==> src/rtl/trng_pkg.sv <==
// Shared types and width helpers for the single-bit TRNG entropy responder.
package trng_pkg;

    typedef enum logic [2:0] {
        ST_IDLE,
        ST_FIRST,
        ST_SECOND,
        ST_READY,
        ST_FAILED
    } trng_state_t;

    // Divider counts 0..SAMPLE_DIV-1.
    function automatic int unsigned div_width(input int unsigned sample_div);
        return $clog2(sample_div);
    endfunction

    // Repetition counter must hold the value REP_LIMIT itself.
    function automatic int unsigned rep_width(input int unsigned rep_limit);
        return $clog2(rep_limit + 1);
    endfunction

endpackage

==> src/rtl/sync_ff.sv <==
// Multi-flop 1-bit synchronizer with synchronous active-high reset to 0.
module sync_ff #(
    parameter int unsigned STAGES = 2
) (
    input  logic CLK,
    input  logic RST,
    input  logic i_d,
    output logic o_q
);

    logic [STAGES-1:0] r_sync;

    always_ff @(posedge CLK) begin
        if (RST) begin
            r_sync <= '0;
        end else begin
            r_sync <= {r_sync[STAGES-2:0], i_d};
        end
    end

    assign o_q = r_sync[STAGES-1];

endmodule

==> src/rtl/trng_bit_source.sv <==
// Single-bit entropy responder: divided-tick sampling, von Neumann debiasing,
// EN/ACK handshake and a sticky repetition-count health test.
module trng_bit_source
    import trng_pkg::*;
#(
    parameter int unsigned SAMPLE_DIV  = 16,
    parameter int unsigned SYNC_STAGES = 2,
    parameter int unsigned REP_LIMIT   = 32
) (
    input  logic CLK,
    input  logic RST,
    input  logic ENTROPY_IN,
    input  logic EN,
    input  logic ACK,
    output logic RANDOM,
    output logic BIT_READY,
    output logic FAULT
);

    localparam int unsigned      DIV_W    = div_width(SAMPLE_DIV);
    localparam int unsigned      REP_W    = rep_width(REP_LIMIT);
    localparam logic [DIV_W-1:0] DIV_LAST = DIV_W'(SAMPLE_DIV - 1);
    localparam logic [REP_W-1:0] REP_MAX  = REP_W'(REP_LIMIT);

    trng_state_t      r_state;
    trng_state_t      w_state_nxt;
    logic [DIV_W-1:0] r_div;
    logic [DIV_W-1:0] w_div_nxt;
    logic [REP_W-1:0] r_rep;
    logic [REP_W-1:0] w_rep_nxt;
    logic             r_last;
    logic             w_last_nxt;
    logic             r_sample_a;
    logic             w_sample_a_nxt;
    logic             r_random;
    logic             w_random_nxt;
    logic             r_bit_ready;
    logic             r_fault;

    logic             w_sample;
    logic             w_tick;
    logic             w_rep_same;
    logic [REP_W-1:0] w_rep_cnt;
    logic             w_rep_trip;

    sync_ff #(
        .STAGES (SYNC_STAGES)
    ) u_sync (
        .CLK (CLK),
        .RST (RST),
        .i_d (ENTROPY_IN),
        .o_q (w_sample)
    );

    // Run length including the sample taken this cycle; a zero count means no
    // sample has been seen since IDLE.
    assign w_tick     = (r_div == DIV_LAST);
    assign w_rep_same = (r_rep != '0) && (w_sample == r_last);
    assign w_rep_cnt  = !w_rep_same        ? REP_W'(1) :
                        (r_rep == REP_MAX) ? REP_MAX   :
                                             r_rep + REP_W'(1);
    assign w_rep_trip = (w_rep_cnt == REP_MAX);

    always_ff @(posedge CLK) begin
        if (RST) begin
            r_state     <= ST_IDLE;
            r_div       <= '0;
            r_rep       <= '0;
            r_last      <= 1'b0;
            r_sample_a  <= 1'b0;
            r_random    <= 1'b0;
            r_bit_ready <= 1'b0;
            r_fault     <= 1'b0;
        end else begin
            r_state     <= w_state_nxt;
            r_div       <= w_div_nxt;
            r_rep       <= w_rep_nxt;
            r_last      <= w_last_nxt;
            r_sample_a  <= w_sample_a_nxt;
            r_random    <= w_random_nxt;
            r_bit_ready <= (w_state_nxt == ST_READY);
            r_fault     <= (w_state_nxt == ST_FAILED);
        end
    end

    always_comb begin
        w_state_nxt    = r_state;
        w_div_nxt      = r_div;
        w_rep_nxt      = r_rep;
        w_last_nxt     = r_last;
        w_sample_a_nxt = r_sample_a;
        w_random_nxt   = r_random;

        case (r_state)
            ST_IDLE: begin
                w_div_nxt = '0;
                w_rep_nxt = '0;
                if (EN) begin
                    w_state_nxt = ST_FIRST;
                end
            end

            ST_FIRST: begin
                if (!EN) begin
                    w_state_nxt = ST_IDLE;
                    w_div_nxt   = '0;
                    w_rep_nxt   = '0;
                end else if (w_tick) begin
                    w_div_nxt      = '0;
                    w_rep_nxt      = w_rep_cnt;
                    w_last_nxt     = w_sample;
                    w_sample_a_nxt = w_sample;
                    w_state_nxt    = w_rep_trip ? ST_FAILED : ST_SECOND;
                end else begin
                    w_div_nxt = r_div + DIV_W'(1);
                end
            end

            ST_SECOND: begin
                if (!EN) begin
                    w_state_nxt = ST_IDLE;
                    w_div_nxt   = '0;
                    w_rep_nxt   = '0;
                end else if (w_tick) begin
                    w_div_nxt  = '0;
                    w_rep_nxt  = w_rep_cnt;
                    w_last_nxt = w_sample;
                    // Health trip outranks the pair result of the same tick.
                    if (w_rep_trip) begin
                        w_state_nxt = ST_FAILED;
                    end else if (w_sample != r_sample_a) begin
                        w_random_nxt = r_sample_a;
                        w_state_nxt  = ST_READY;
                    end else begin
                        w_state_nxt = ST_FIRST;
                    end
                end else begin
                    w_div_nxt = r_div + DIV_W'(1);
                end
            end

            ST_READY: begin
                w_div_nxt = '0;
                if (ACK) begin
                    if (EN) begin
                        w_state_nxt = ST_FIRST;
                    end else begin
                        w_state_nxt = ST_IDLE;
                        w_rep_nxt   = '0;
                    end
                end
            end

            ST_FAILED: begin
                w_div_nxt = '0;
            end

            default: begin
                w_state_nxt = ST_IDLE;
                w_div_nxt   = '0;
                w_rep_nxt   = '0;
            end
        endcase
    end

    assign RANDOM    = r_random;
    assign BIT_READY = r_bit_ready;
    assign FAULT     = r_fault;

endmodule

==> config.mk <==
export PLATFORM = sky130hd
export DESIGN_NAME = trng_bit_source
export DESIGN_NICKNAME = d
export VERILOG_FILES = /design/src/rtl/trng_pkg.sv /design/src/rtl/sync_ff.sv /design/src/rtl/trng_bit_source.sv
export SDC_FILE = /design/constraint.sdc
export NUM_CORES = 1
export LEC_CHECK = 0
export BUFFER_PORTS_ARGS = -buffer_cell sky130_fd_sc_hd__buf_2
export CAP_MARGIN = 20
export CORE_UTILIZATION = 25
export DETAILED_ROUTE_END_ITERATION = 7
export PLACE_DENSITY = 0.51
export SLEW_MARGIN = 10
export SYNTH_ARGS = -nofsm -noshare
export SYNTH_HDL_FRONTEND = slang
export SYNTH_SLANG_ARGS = --single-unit
==> constraint.sdc <==
create_clock -name CLK -period 4.55 [get_ports CLK]
set_input_delay 0.6825 -clock CLK [delete_from_list [all_inputs] [get_ports CLK]]
set_output_delay 0.6825 -clock CLK [all_outputs]
set_load 0.02 [all_outputs]
==> flow_summary.yaml <==
run_status:
  outcome: "complete, no violations"
yosys:
  syn_inst: 137
  ys_seq_area_share_pct: 36.9
  synth_area_um2: 1080
  synth.distinct_cells: 38
  ys_ff_latch: 20
  synthArstFlopShare_pct: 0
  synth-main-ff-cell: "dfxtp_1"
  synth_area_per_cell_um2: 7.92
  synth_nets: 145
  yosys_warnings: 0
  synth_edf_count: 0
layout:
  nFillCells: 459
  nets: 151
  final_common_cell: "dfxtp_1"
  multi_input_area_um2: 618
  final_cell_area_um2: 1200
  layout-area-overhead-vs-synth_pct: 11.1
  layout_common_cells: "dfxtp_1 (20), nor2_1 (17), a21oi_1 (12)"
  drive_above_1_share_pct: 9.15
  seq_area_um2: 400
  antenna_cells: 0
timing:
  finalClockSkew_ps: 1.35
  hold_violations: 0
  report.final.setup_viol: 0
  period_minus_slack_ps: 2090
  fin_setup_tns_ps: 0
  period_share_pct: 45.9
  relSlewSlack_pct: 58.5
  whs_ps: 447
  slew_violations: 0
  fin_ws_ps: 2460
  fmaxAchievable_ghz: 0.479
  rsz0062_at_grt: "no"
  worstMarginPinSlew_ps: 617
die:
  dieArea_um2: 4610
  ios: 8
  die_h_um: 67.9
  core_area_um2: 4090
  rows: 23
  start_util_pct: 26.5
  die_x_um: 67.9
power_and_ir_drop:
  clockPowerShare_pct: 41.6
  powerDensity_nw_per_um2: 273
  finalPower_uw: 329
  p_leak_nw: 0.437
  peakVddDrop_mv: 0.190
  power.internal_uw: 259
  combinationalPowerShare_pct: 4.2
  sequentialPowerShare_pct: 54.2
  p_switching_uw: 70.4
  p_sw_share_pct: 21.4
critical_path:
  cp-start-kind: "primary input"
  crit_type: "primary input to flip-flop"
  worstPathArrival_ps: 2260
  crit_path_end_kind: "flip-flop"
  required_ps: 4720
  path_max_fanout: 6
cts:
  cts_max_level: 1
  cts_tree: "done"
  post_cts_resized: 0
  cts-buffers-inserted: 3
  root_buffer: "clkbuf_8"
  cts.sinks: 20
  cts.hold.buffers_added: 0
  cts_setup_buffers: 0
  insertion_delay_ps: 260
  path_clk_slew_ps: 80
  cts.path.max_buffers: 2
placed_design:
  routabilityCongestion: 0.853
  postPlaceCellArea_um2: 1150
  place.port_buffers: 7
  place_ws_ps: 2240
  post-dp-hpwl_um: 1630
min_path:
  hold_class: "flip-flop to flip-flop"
routing:
  drtIter0Drc: 35
  vias: 943
  wire_per_inst_um: 11.8
  drcViolationCount: 0
  viasPerCell: 4.91
  ant_nets: 0
  wirelength_um: 2270
  drtPass1Iterations: 4
run:
  drv_cap: 0
global_route:
  grt_pass1_wl_um: 3750
  grt_antenna_before_repair: 0
  grt_pass1_vias: 867
  gr-total-overflow: 0
  grt_max_degree: 18
  grt_usage_pct: 10.8
area by class of cell:
cell class	count	share of cell area (%)
inverter	9	2.80
tap	50	5.19
multi-input combinational	102	51.3
sequential	20	33.2
timing repair buffer	7	2.91
clock buffer	4	4.57
state kept, by name (all words and copies together), names as in the netlist:
| register | cells |
|---|---|
| BIT_READY | 1 |
| FAULT | 1 |
| RANDOM | 1 |
| r_div | 4 |
| r_last | 1 |
| r_rep | 6 |
| r_sample_a | 1 |
| r_state | 3 |
| u_sync.r_sync | 2 |
power groups by stage:
stage | clock network (mW) | registers (mW) | logic, mW
after CTS | 0.142 | 0.178 | 0.0138
after global placement | 0 | 0.182 | 0.0136
after detailed placement | 0 | 0.182 | 0.0137
after global routing | 0.147 | 0.179 | 0.0156
after floorplan | 0 | 0.181 | 0.0111
final | 0.137 | 0.178 | 0.0137
per-stage QoR:
stage | cells | util [%]
final | 192 | 29.5
after detailed placement | 188 | 28.1
after floorplan | 137 | -
after global placement | 188 | 28.1
after CTS | 192 | 29.5
after global routing | 192 | 29.5
logic make-up after synthesis:
kind of cell,Yosys count,share of synthesized area [%]
DFF,20,36.9
xor gates and xnor gates,6,4.84
adders and majority gates,3,3.46
and+or+nand+nor,59,28.3
muxes,1,0.923
AOI/OAI and AO/OA,33,19.5
buffers and inverters,15,6.11
metal layers:
layer / wire [µm] / part of all wire [%] / global-route usage (%) / up-vias
li1: - / - / - / 498
met1: 1180 / 52 / 13.7 / 435
met2: 1000 / 44 / 17.5 / 8
met3: 51 / 2.3 / 2.50 / 2
met4: 33 / 1.5 / 4.69 / 0
met5: 0 / 0 / 0 / -
Yosys cell counts (all sizes together), types with 2 or more instances:
cell | count | area [µm²]
clkbuf | 3 | 12.5
and3 | 2 | 13.8
nand4 | 2 | 12.5
xor2 | 4 | 35.0
or4 | 3 | 22.5
buf | 3 | 20.0
a31oi | 3 | 18.8
ha | 3 | 37.5
nor2b | 6 | 37.5
nor3 | 4 | 20.0
dfxtp | 20 | 400
a211oi | 3 | 22.5
nand2b | 2 | 12.5
nand3 | 10 | 50.1
xnor2 | 2 | 17.5
o311ai | 2 | 17.5
nand2 | 9 | 33.8
o21ai | 3 | 15.0
o31ai | 2 | 15.0
nor2 | 17 | 63.8
inv | 9 | 33.8
a21oi | 12 | 60.1
final timing paths:
path,startpoint,end,slack (ps),cells past startpoint
worst max-delay path,EN,r_rep[2]$_SDFFE_PP0P_,2460,6
worst min-delay path,u_sync.r_sync[0]$_SDFF_PP0_,u_sync.r_sync[1]$_SDFF_PP0_,450,1
worst max register to register,r_div[0]$_SDFF_PP0_,r_rep[2]$_SDFFE_PP0P_,2490,6
worst min register to register,u_sync.r_sync[0]$_SDFF_PP0_,u_sync.r_sync[1]$_SDFF_PP0_,450,1
worst max-delay path, cell delays in order:
cell      delay (ps)
buf_2            130
nor2b_1          230
nand3_1          230
nor3_1           590
a21oi_1          150
a211oi_1         250
No activity file was read; power rests on OpenSTA's default activity.
